File: config.mk
export PLATFORM = sky130hd
export DESIGN_NAME = dram_cmd_sched
export DESIGN_NICKNAME = d
export VERILOG_FILES = /design/src/rtl/dram_cmd_sched.sv
export SDC_FILE = /design/constraint.sdc
export NUM_CORES = 1
export LEC_CHECK = 0
export CAP_MARGIN = 20
export CELL_PAD_IN_SITES_DETAIL_PLACEMENT = 1
export CELL_PAD_IN_SITES_GLOBAL_PLACEMENT = 1
export CORE_UTILIZATION = 40
export CTS_CLUSTER_DIAMETER = 60
export CTS_CLUSTER_SIZE = 8
export DETAILED_ROUTE_END_ITERATION = 10
export GPL_TIMING_DRIVEN = 0
export PLACE_DENSITY = 0.92
export SYNTH_ARGS = -nofsm -noshare
export SYNTH_HDL_FRONTEND = slang
export SYNTH_SLANG_ARGS = --single-unit
File: constraint.sdc
create_clock -name clk -period 3 [get_ports clk]
set_input_delay 0.6 -clock clk [delete_from_list [all_inputs] [get_ports clk]]
set_output_delay 0.6 -clock clk [all_outputs]
set_load 0.005 [all_outputs]
File: src/rtl/dram_cmd_sched.sv
`default_nettype none
// dram_cmd_sched: arbitrates the DRAM command port between host traffic and a
// periodic all-bank refresh engine with bounded postponement. Rev 1.0
module dram_cmd_sched #(
  parameter int NUM_OF_BANKS     = 8,
  parameter int REFRESH_INTERVAL = 1024,
  parameter int MAX_POSTPONE     = 4,
  parameter int CNT_WIDTH        = $clog2(REFRESH_INTERVAL),
  parameter int PEND_WIDTH       = $clog2(MAX_POSTPONE + 1)
) (
  input  logic                    clk,
  input  logic                    rst_b,
  input  logic                    host_req,
  input  logic [1:0]              host_cmd,
  input  logic [NUM_OF_BANKS-1:0] host_bank_sel,
  output logic                    host_gnt,
  output logic                    host_done,
  output logic                    cmd_req,
  output logic [1:0]              cmd,
  output logic [NUM_OF_BANKS-1:0] bank_sel,
  input  logic                    cmd_ack,
  output logic                    refresh_flag,
  output logic [PEND_WIDTH-1:0]   pending_cnt,
  output logic                    refresh_urgent,
  output logic                    refresh_overrun
);

  localparam logic [2:0] ST_IDLE     = 3'd0;
  localparam logic [2:0] ST_HOST_REQ = 3'd1;
  localparam logic [2:0] ST_HOST_REL = 3'd2;
  localparam logic [2:0] ST_REF_REQ  = 3'd3;
  localparam logic [2:0] ST_REF_REL  = 3'd4;

  localparam logic [1:0]            CMD_REFRESH = 2'b11;
  localparam logic [CNT_WIDTH-1:0]  CNT_LAST    = CNT_WIDTH'(REFRESH_INTERVAL - 1);
  localparam logic [PEND_WIDTH-1:0] PEND_MAX    = PEND_WIDTH'(MAX_POSTPONE);

  logic [2:0]              state, state_next;
  logic [CNT_WIDTH-1:0]    interval_cnt;
  logic                    tick;
  logic                    ref_done;
  logic [PEND_WIDTH-1:0]   pend_next;
  logic                    overrun_set;
  logic                    cmd_req_d, host_gnt_d, host_done_d, refresh_flag_d;
  logic [1:0]              cmd_d;
  logic [NUM_OF_BANKS-1:0] bank_sel_d;

  assign tick     = (interval_cnt == CNT_LAST);
  assign ref_done = (state == ST_REF_REL) && !cmd_ack;

  always_ff @(posedge clk or posedge rst_b) begin
    if (rst_b)     interval_cnt <= '0;
    else if (tick) interval_cnt <= '0;
    else           interval_cnt <= interval_cnt + 1'b1;
  end

  // A credit earned and one retired in the same cycle cancel out.
  always_comb begin
    pend_next   = pending_cnt;
    overrun_set = 1'b0;
    if (tick && !ref_done) begin
      if (pending_cnt == PEND_MAX) overrun_set = 1'b1;
      else                         pend_next   = pending_cnt + 1'b1;
    end else if (!tick && ref_done && (pending_cnt != '0)) begin
      pend_next = pending_cnt - 1'b1;
    end
  end

  always_ff @(posedge clk or posedge rst_b) begin
    if (rst_b) begin
      pending_cnt     <= '0;
      refresh_urgent  <= 1'b0;
      refresh_overrun <= 1'b0;
    end else begin
      pending_cnt     <= pend_next;
      refresh_urgent  <= (pend_next == PEND_MAX);
      refresh_overrun <= refresh_overrun | overrun_set;
    end
  end

  // State register; outputs are registered from the next-state decode.
  always_ff @(posedge clk or posedge rst_b) begin
    if (rst_b) begin
      state        <= ST_IDLE;
      cmd_req      <= 1'b0;
      host_gnt     <= 1'b0;
      host_done    <= 1'b0;
      refresh_flag <= 1'b0;
      cmd          <= '0;
      bank_sel     <= '0;
    end else begin
      state        <= state_next;
      cmd_req      <= cmd_req_d;
      host_gnt     <= host_gnt_d;
      host_done    <= host_done_d;
      refresh_flag <= refresh_flag_d;
      cmd          <= cmd_d;
      bank_sel     <= bank_sel_d;
    end
  end

  // IDLE only issues once the previous ack has been withdrawn.
  always_comb begin
    state_next = state;
    case (state)
      ST_IDLE: begin
        if (!cmd_ack) begin
          if (refresh_urgent)          state_next = ST_REF_REQ;
          else if (host_req)           state_next = ST_HOST_REQ;
          else if (pending_cnt != '0)  state_next = ST_REF_REQ;
        end
      end
      ST_HOST_REQ: if (cmd_ack)  state_next = ST_HOST_REL;
      ST_HOST_REL: if (!cmd_ack) state_next = ST_IDLE;
      ST_REF_REQ:  if (cmd_ack)  state_next = ST_REF_REL;
      ST_REF_REL:  if (!cmd_ack) state_next = ST_IDLE;
      default:                   state_next = ST_IDLE;
    endcase
  end

  always_comb begin
    cmd_req_d      = (state_next == ST_HOST_REQ) || (state_next == ST_REF_REQ);
    host_gnt_d     = (state_next == ST_HOST_REQ) || (state_next == ST_HOST_REL);
    refresh_flag_d = (state_next == ST_REF_REQ)  || (state_next == ST_REF_REL);
    host_done_d    = (state == ST_HOST_REL) && (state_next == ST_IDLE);
    cmd_d          = cmd;
    bank_sel_d     = bank_sel;
    if ((state == ST_IDLE) && (state_next == ST_HOST_REQ)) begin
      cmd_d      = host_cmd;
      bank_sel_d = host_bank_sel;
    end else if ((state == ST_IDLE) && (state_next == ST_REF_REQ)) begin
      cmd_d      = CMD_REFRESH;
      bank_sel_d = '1;
    end
  end

endmodule
`default_nettype wire

==> Word-level counts from Yosys, hierarchy flattened <==
Cells that the tools add are included.
{ "word_totals": {"register_bits": 32, "latchBits": 0, "ramBits": 0, "romBits": 0, "in_bits": 14, "out_inout_bits": 19, "word_cells": 62, "n_memories": 0} }
{ "classes": {"n_addsub": 3, "multipliers": 0, "div_mod_pow": 0, "magnitude_cmp": 0, "n_eq_ne": 11, "shifts": 0, "mux": 18, "bitwise_logic": 1, "reduce_logical": 18} }
{ "ops": {"columns": ["op", "count"], "rows": [
  ["3-bit two-way mux", 10],
  ["8-bit two-way mux", 2],
  ["3-bit by 2-bit equality test with 1-bit output, second input constant", 4],
  ["3-bit equality test, second input constant", 4],
  ["3-bit one-hot mux with 4 select lines", 1],
  ["10-bit by 1-bit adder with 10-bit output, second input constant", 1],
  ["10-bit equality test, second input constant", 1],
  ["10-bit two-way mux", 1],
  ["1-bit logical AND", 7],
  ["3-bit by 1-bit equality test with 1-bit output, second input constant", 2],
  ["3-bit zero test", 2],
  ["2-bit two-way mux", 2],
  ["3-bit by 1-bit adder with 3-bit output, second input constant", 1],
  ["1-bit zero test", 3],
  ["1-bit logical OR", 3],
  ["3-bit nonzero test", 1],
  ["3-bit by 1-bit subtractor with 3-bit output, second input constant", 1],
  ["1-bit two-way mux", 2],
  ["2-bit nonzero test", 1],
  ["2-bit OR reduction", 1],
  ["1-bit OR", 1]
]} }

==> Depth between registers and ports, before layout <==
Gate-level depths: netlist (run 1).
{ "depth": {"ltp_word": 10, "mapped_depth": 8, "ltp_nobuf": 7} }

==> Least setup slack after synthesis (run 1) <==
Ideal clock, no wire load.
{ "synth_timing": {"path_kind": "input port to flip-flop", "from": "in cmd_ack", "to": "reg refresh_urgent", "setup_ns": 0.121, "arrival_time_ns": 2.095, "t_required_ns": 2.879, "slack_ns": 0.784, "stages": 6, "path_buffers": 2, "cell_sequence": "buf_2 > or4b_1 > buf_2 > and2_0 > mux4_2 > and4b_1"} }
{ "synth_between": {"elab_chain_len": 7, "word_cells_on_any_way": 9, "cone_classes": "1 x eq/ne; 2 x mux; 6 x reduce/logical"} }
{ "synth_lines": {"columns": ["element", "line_no", "source"], "rows": [
  ["start: declaration", "21", "input logic cmd_ack,"],
  ["1-bit zero test *", null, null],
  ["1-bit logical AND *", "49", "assign ref_done = (state == ST_REF_REL) && !cmd_ack;"],
  ["1-bit logical AND (2 in series)", "64", "end else if (!tick && ref_done && (pending_cnt != '0)) begin"],
  ["3-bit two-way mux", "64", null],
  ["3-bit two-way mux *", "61", "if (tick && !ref_done) begin"],
  ["net pend_next[2]", "42", "logic [PEND_WIDTH-1:0] pend_next;"],
  ["3-bit equality test *", "76", "refresh_urgent <= (pend_next == PEND_MAX);"],
  ["end signal: assignment", "76", null],
  ["end: declaration", "24", "output logic refresh_urgent,"]
]} }
The timed path passes the listed nets; every way through them passes the cells marked *.
A chain may end at the register's enable or synchronous reset.

==> Worst setup path in the final report (run 1) <==
{ "layout_timing": {"from": "reg interval_cnt[0]", "to": "reg refresh_urgent"} }
{ "layout_between": {"elab_chain_len": 7, "word_cells_on_any_way": 8, "cone_classes": "2 x eq/ne; 2 x mux; 4 x reduce/logical"} }
{ "layout_lines": {"columns": ["element", "line_no", "source"], "rows": [
  ["start: declaration", "39", "logic [CNT_WIDTH-1:0] interval_cnt;"],
  ["start signal: assignment", "54", "else interval_cnt <= interval_cnt + 1'b1;"],
  ["10-bit equality test *", "48", "assign tick = (interval_cnt == CNT_LAST);"],
  ["1-bit zero test", "64", null],
  ["1-bit logical AND (2 in series)", "64", null],
  ["3-bit two-way mux", "64", null],
  ["3-bit two-way mux *", "61", null],
  ["net pend_next[2]", "42", null],
  ["3-bit equality test *", "76", null]
]} }
Marks and branches as above.

==> metrics.txt, run 1 <==
# hold bufs at CTS=0; Peak VDD IR=0.000425 V; dpl hpwl=2.93 mm; Slew @ Worst Pin=0.576 ns; CP max stage delay=0.59 ns; Synth Area in Compound Gates=9.15%; Final GP Congestion=0.804; Pleak=0.831 nW; most frequent cells in the layout=32 x dfrtp_1, 31 x clkdlybuf4s50_1, 30 x nor2_1; highest clock rate=420 MHz; register area share after synthesis=54.7%; Core Area=3420 µm²; CTS sink cnt=32; max_cap viols=0; Worst EP required=3.23 ns; Worst Hold Path EP=interval_cnt[8]; CTS Buffer Depth=2; first-pass GRT wire length=6.64 mm; Buffers on Ports=31; power density cells=684 nW/µm²; Post-CTS Setup Bufs=0; TritonCTS buffer count=5; total placed cells including tap cells=224; Worst Path Max Fanout=7; clock slew at reported path FFs=0.10 ns; crit path kind=flop to flop; r2r endpoint=refresh_urgent; IO Pins=33; number of flops mapped to enable cells by yosys=0; Worst Hold Class=flop to flop; most common cell after layout, fill and taps aside=dfrtp_1; Layout Cells excl Fill=232; fin crit share=79.4%; Synth warnings=0; Slowest cell on crit path=mux4_2; Vias/cell=5.34; XOR/XNOR share of the synthesized area=5.98%; Synth Area in Adders=3.42%; crit end category=flop; Mapped Nets=164; WHS Path Cells=1; vias in the first global route=1363; main combinational cell family by area after synthesis=simple AND/OR/NAND/NOR gates; largest net degree at the start of global routing=26; Tot Pwr=1.32 mW; WL final=3.94 mm; fin crit period=2.38 ns; min-delay src=interval_cnt[8]; fin nets=203; H-tree depth=2; clock latency on the worst-skew pair=0.34 ns; routed wl met2=2.14 mm; Layout area overhead=32.2%; grt ovf=0; Final Core Density=56.7%; DIE WIDTH=62.5 µm; post-DR wirelength/cell=17.0 µm; Remaining DRCs=0; FP Rows=21; R2R cell count=6; fillers=387; initial antenna violation count=0; synth unique cells=34; share of layout cells above drive strength 1=6.45%; status=completed; Worst EP arrival=2.62 ns; dominant synthesized flop cell=dfrtp_1; Layout Skew=0.00843 ns; asr flop ratio synth=100%; Starting DRT DRC Count=48; crit start category=flop; CTS root buf=clkbuf_4; Die ar.=3910 µm²; Fin. Hold Viols=0; 1st-pass router iterations=4; mux contribution to synthesized area=2.22%; Slew Limit Fails=0; RSZ-0062 raised after global routing=no; Area contributors post-synth=dfrtp_1 55%, nor2_1 7.7%, a21oi_1 4.4%; top sig layer=met4; remaining antenna violation count=0; worst reg2reg setup slack=0.62 ns; # resized after CTS=0; Yosys reg bits=32; Global Route Usage Sum=22.6%; CTS tree=yes; Final Setup Violations=0; Post-Synth Simple-Gate Area=20.8%; die height=62.5 µm; largest area contributor in the synthesized netlist=dfrtp_1; FF-to-FF Start=interval_cnt[0]; Yosys top cell area share=54.7%; crit path launch=interval_cnt[0]; mapped cell area=1460 µm²; met3 wire len=134 µm; Final TNS setup=0 ns; total number of vias=1239; Post-Syn Instances=146; CP Cell Sequence=ha_1, and4_1, and3_1, clkbuf_1, mux4_2, and4b_1; Initial Utilization=42.9%; diode count=0; Max-slew headroom=61.1%; metal1 wirelength=1.52 mm; syn_area_per_cell=10.0 µm²
where the power goes:
group	internal, mW	total [mW]	switching (mW)
Clock	0.175	0.326	0.151
Combinational	0.231	0.412	0.181
Sequential	0.523	0.586	0.0628
critical path, delay by kind of cell, from the launching register on:
kind / cells / cell delay (ns)
flip-flops: 1 / 0.42
multiplexers: 1 / 0.59
buffers and inverters: 1 / 0.32
AND/OR/NAND/NOR: 3 / 0.70
adder cells (fa/ha/maj): 1 / 0.24
logic make-up after synthesis:
kind of cell / count (synthesis)
compound gates: 23
fa+ha+maj: 4
mux: 2
buf+inv: 12
flops: 32
simple gates: 63
xor+xnor: 10
cells in the mapped netlist, drive strengths merged (2+ instances only):
cell     n
inv      6
a21oi   13
buf      3
xnor2    7
xor2     3
clkbuf   3
o21ai    4
and2     4
nand3    5
ha       4
dfrtp   32
and4     2
nor2    30
nand2   11
nor4b    2
worst max path at each step:
stage               slack, ns             end
floorplan                0.78  refresh_urgent
global placement         0.70  refresh_urgent
detailed placement       0.63  refresh_urgent
CTS                      0.61  refresh_urgent
global route             0.48     bank_sel[3]
finish                   0.62  refresh_urgent
routing by layer:
layer	vias up	global-route usage, %
li1	566	-
met4	0	12.8
met3	15	6.39
met1	625	24.5
met5	-	0
met2	33	39.4
metrics by stage:
| stage | hold slack [ns] | worst slack (ns) | cell area [µm²] |
|---|---|---|---|
| finish | 0.496 | 0.617 | 1940 |
| global route | 0.521 | 0.480 | 1940 |
| CTS | 0.498 | 0.614 | 1940 |
| detailed placement | 0.475 | 0.629 | 1860 |
| global placement | 0.453 | 0.697 | 1830 |
| floorplan | 0.439 | 0.784 | 1460 |
cell type report:
type	instances	area [µm²]	area share [%]
multi-input combinational	102	608	31.4
buffer	6	32.5	1.68
clock buffer	6	41.3	2.13
timing repair buffer	32	338	17.5
clock inverter	2	35.0	1.81
inverter	6	22.5	1.16
tap	46	57.6	2.97
sequential	32	801	41.4
flip-flops by register name (all words and copies together), names as in the netlist:
register and count:
host_gnt 1, refresh_overrun 1, cmd 2, refresh_flag 1, bank_sel 8, interval_cnt 10, host_done 1, refresh_urgent 1
pending_cnt 3, state 3, cmd_req 1
Power figures use the tool's default switching activity.
==> run 2, diff against run 1 <==
--- a/config.mk
+++ b/config.mk
@@ -8,12 +8,12 @@
 export CAP_MARGIN = 20
 export CELL_PAD_IN_SITES_DETAIL_PLACEMENT = 1
 export CELL_PAD_IN_SITES_GLOBAL_PLACEMENT = 1
-export CORE_UTILIZATION = 40
+export CORE_UTILIZATION = 34
 export CTS_CLUSTER_DIAMETER = 60
 export CTS_CLUSTER_SIZE = 8
 export DETAILED_ROUTE_END_ITERATION = 10
 export GPL_TIMING_DRIVEN = 0
-export PLACE_DENSITY = 0.92
+export PLACE_DENSITY = 0.84
 export SYNTH_ARGS = -nofsm -noshare
 export SYNTH_HDL_FRONTEND = slang
 export SYNTH_SLANG_ARGS = --single-unit
==> constraint.sdc (replaced) <==
create_clock -name clk -period 2.1 [get_ports clk]
set_input_delay 0.42 -clock clk [delete_from_list [all_inputs] [get_ports clk]]
set_output_delay 0.42 -clock clk [all_outputs]
set_load 0.005 [all_outputs]
==> run 2 against run 1 <==
- sequential power grew 43%
- fmax is 16% higher
- critical path depth down 1
- register-to-register slack got worse by 0.58 ns
- highest routed layer unchanged
- worst setup slack lost 0.58 ns
- clock skew down 0.0046 ns
- flip-flop and latch count is the same
==> metrics.txt, run 2 (synthesis gave the netlist of run 1 again) <==
status=completed; dpl hpwl=2.71 mm (-7.7%); final hold slack=0.427 ns (-0.0689 ns); Worst EP arrival=2.23 ns (-0.39 ns); Layout Skew=0.00381 ns (-0.00462 ns); Die ar.=4570 µm² (+17%); Final Core Density=49.2% (-7.5 points); Remaining DRCs=0 (unchanged); crit path kind=flop to flop; clock latency on the worst-skew pair=0.29 ns (-0.05 ns); post-DR wirelength/cell=15.8 µm (-7.1%); Final Setup Violations=0 (unchanged); Starting DRT DRC Count=55 (+15%); total number of vias=1209 (-2.4%); Pleak=0.857 nW (+3.1%); Peak VDD IR=0.000496 V (+17%); Largest register FFs=10 (unchanged); clock slew at reported path FFs=0.07 ns (-0.03 ns); Worst Hold Class=input port to flop; largest net degree at the start of global routing=20 (-23%); Buffers on Ports=31 (unchanged); CTS tree=yes; Slew Limit Fails=0 (unchanged); die height=67.6 µm (+8.2%); 1st-pass router iterations=4 (unchanged); most frequent cells in the layout=31 x dfrtp_1, 31 x clkdlybuf4s50_1, 30 x nor2_1; CTS Buffer Depth=2 (unchanged); CTS sink cnt=32 (unchanged); Layout area overhead=36.3%; CP Cell Sequence=buf_6, or4b_4, and2_4, mux4_2, and4b_1; diode count=0 (unchanged); Top Registers=interval_cnt: 10 flops, bank_sel: 8 flops; CTS root buf=clkbuf_8; RSZ-0062 raised after global routing=no; grt ovf=0 (unchanged); Core Area=4060 µm² (+19%); Fin. Hold Viols=0 (unchanged); highest clock rate=486 MHz (+16%); Vias/cell=5.12 (-4.1%); remaining antenna violation count=0 (unchanged); fin crit period=2.06 ns (-0.324 ns); crit start category=flop; IO Pins=33 (unchanged); fin nets=203 (unchanged); DIE WIDTH=67.6 µm (+8.2%); WL final=3.72 mm (-5.5%); CP max stage delay=0.58 ns (about the same); crit end category=flop; Initial Utilization=36.1% (-6.8 points); H-tree depth=2 (unchanged); vias in the first global route=1255 (-7.9%); power density cells=1010 nW/µm² (+48%); initial antenna violation count=0 (unchanged); Slowest cell on crit path=or4b_4; Worst EP required=2.27 ns (-0.96 ns); max_cap viols=0 (unchanged); TritonCTS buffer count=5 (unchanged); Largest Register=interval_cnt; Max-slew headroom=50.1% (-11 points); Global Route Usage Sum=18.4% (-4.2 points); Final GP Congestion=0.821 (+2.1%); Tot Pwr=2.02 mW (+52%); Worst Path Max Fanout=10 (+3); share of layout cells above drive strength 1=12.4% (+5.9 points); fin crit share=98.0% (+19 points); WHS Path Cells=2 (+1); first-pass GRT wire length=6.06 mm (-8.7%); Slew @ Worst Pin=0.747 ns (+0.171 ns); FP Rows=23 (+9.5%); # hold bufs at CTS=0 (unchanged); R2R cell count=5 (-1)
[run 2: final timing paths]
path                                 start               to  slack, ns
max                               state[0]   refresh_urgent       0.04
min                                cmd_ack        host_done       0.43
max reg2reg                       state[0]   refresh_urgent       0.04
min reg2reg                refresh_overrun  refresh_overrun       0.46
max in group asynchronous            rst_b  refresh_overrun       0.99
min in group asynchronous            rst_b      bank_sel[5]       0.56
[run 2: critical path, delay by kind of cell (launching register included)]
| family | cells | cell delay [ns] |
|---|---|---|
| simple gates | 3 | 0.96 |
| flops | 1 | 0.38 |
| mux | 1 | 0.46 |
| buf+inv | 1 | 0.14 |
[run 2: area by class of cell]
cell class	count	area, µm²
Inverter	6	22.5
Fill cell	447	2060
Tap cell	50	62.6
Multi-Input combinational cell	102	629
Clock inverter	2	35.0
Sequential cell	32	802
Timing Repair Buffer	35	348
Clock buffer	6	72.6
Buffer	3	23.8
[run 2: timing repair]
item,in CTS,in global routing
pin swaps,1,1
buffers inserted,0,3
setup endpoints to repair,12,11
resized for setup,6,9
[run 2: routing by layer]
layer | vias to the layer above | global-route usage (%) | part of all wire [%]
met5 | - | 0 | 0
met4 | 0 | 5.32 | 1.5
met3 | 6 | 6.08 | 4.1
met2 | 23 | 32.4 | 55
met1 | 614 | 21.0 | 39
li1 | 566 | - | -
[run 2: stage by stage]
stage                     instances  TNS [ns]  instance area (µm²)  worst slack (ns)
after floorplan                 146         0                 1460            0.0627
after global placement          227    -0.137                 1840            -0.137
after detailed placement        228     -1.25                 1850            -0.243
after CTS                       234         0                 1970           0.00963
after global routing            236         0                 2000           0.00330
final                           236         0                 2000            0.0411
[run 2: power by group]
| part | switching (mW) | internal [mW] | total, mW | leakage, nW |
|---|---|---|---|---|
| Clock | 0.233 | 0.352 | 0.585 | 0.0552 |
| Combinational | 0.258 | 0.335 | 0.593 | 0.413 |
| Sequential | 0.0881 | 0.751 | 0.839 | 0.389 |
==> run 3, diff against run 2 <==
--- a/config.mk
+++ b/config.mk
@@ -12,6 +12,7 @@
 export CTS_CLUSTER_DIAMETER = 60
 export CTS_CLUSTER_SIZE = 8
 export DETAILED_ROUTE_END_ITERATION = 10
+export GPL_ROUTABILITY_DRIVEN = 0
 export GPL_TIMING_DRIVEN = 0
 export PLACE_DENSITY = 0.84
 export SYNTH_ARGS = -nofsm -noshare
==> results of run 3 <==
Final layout, timing and power as in run 2 (identical DEF).
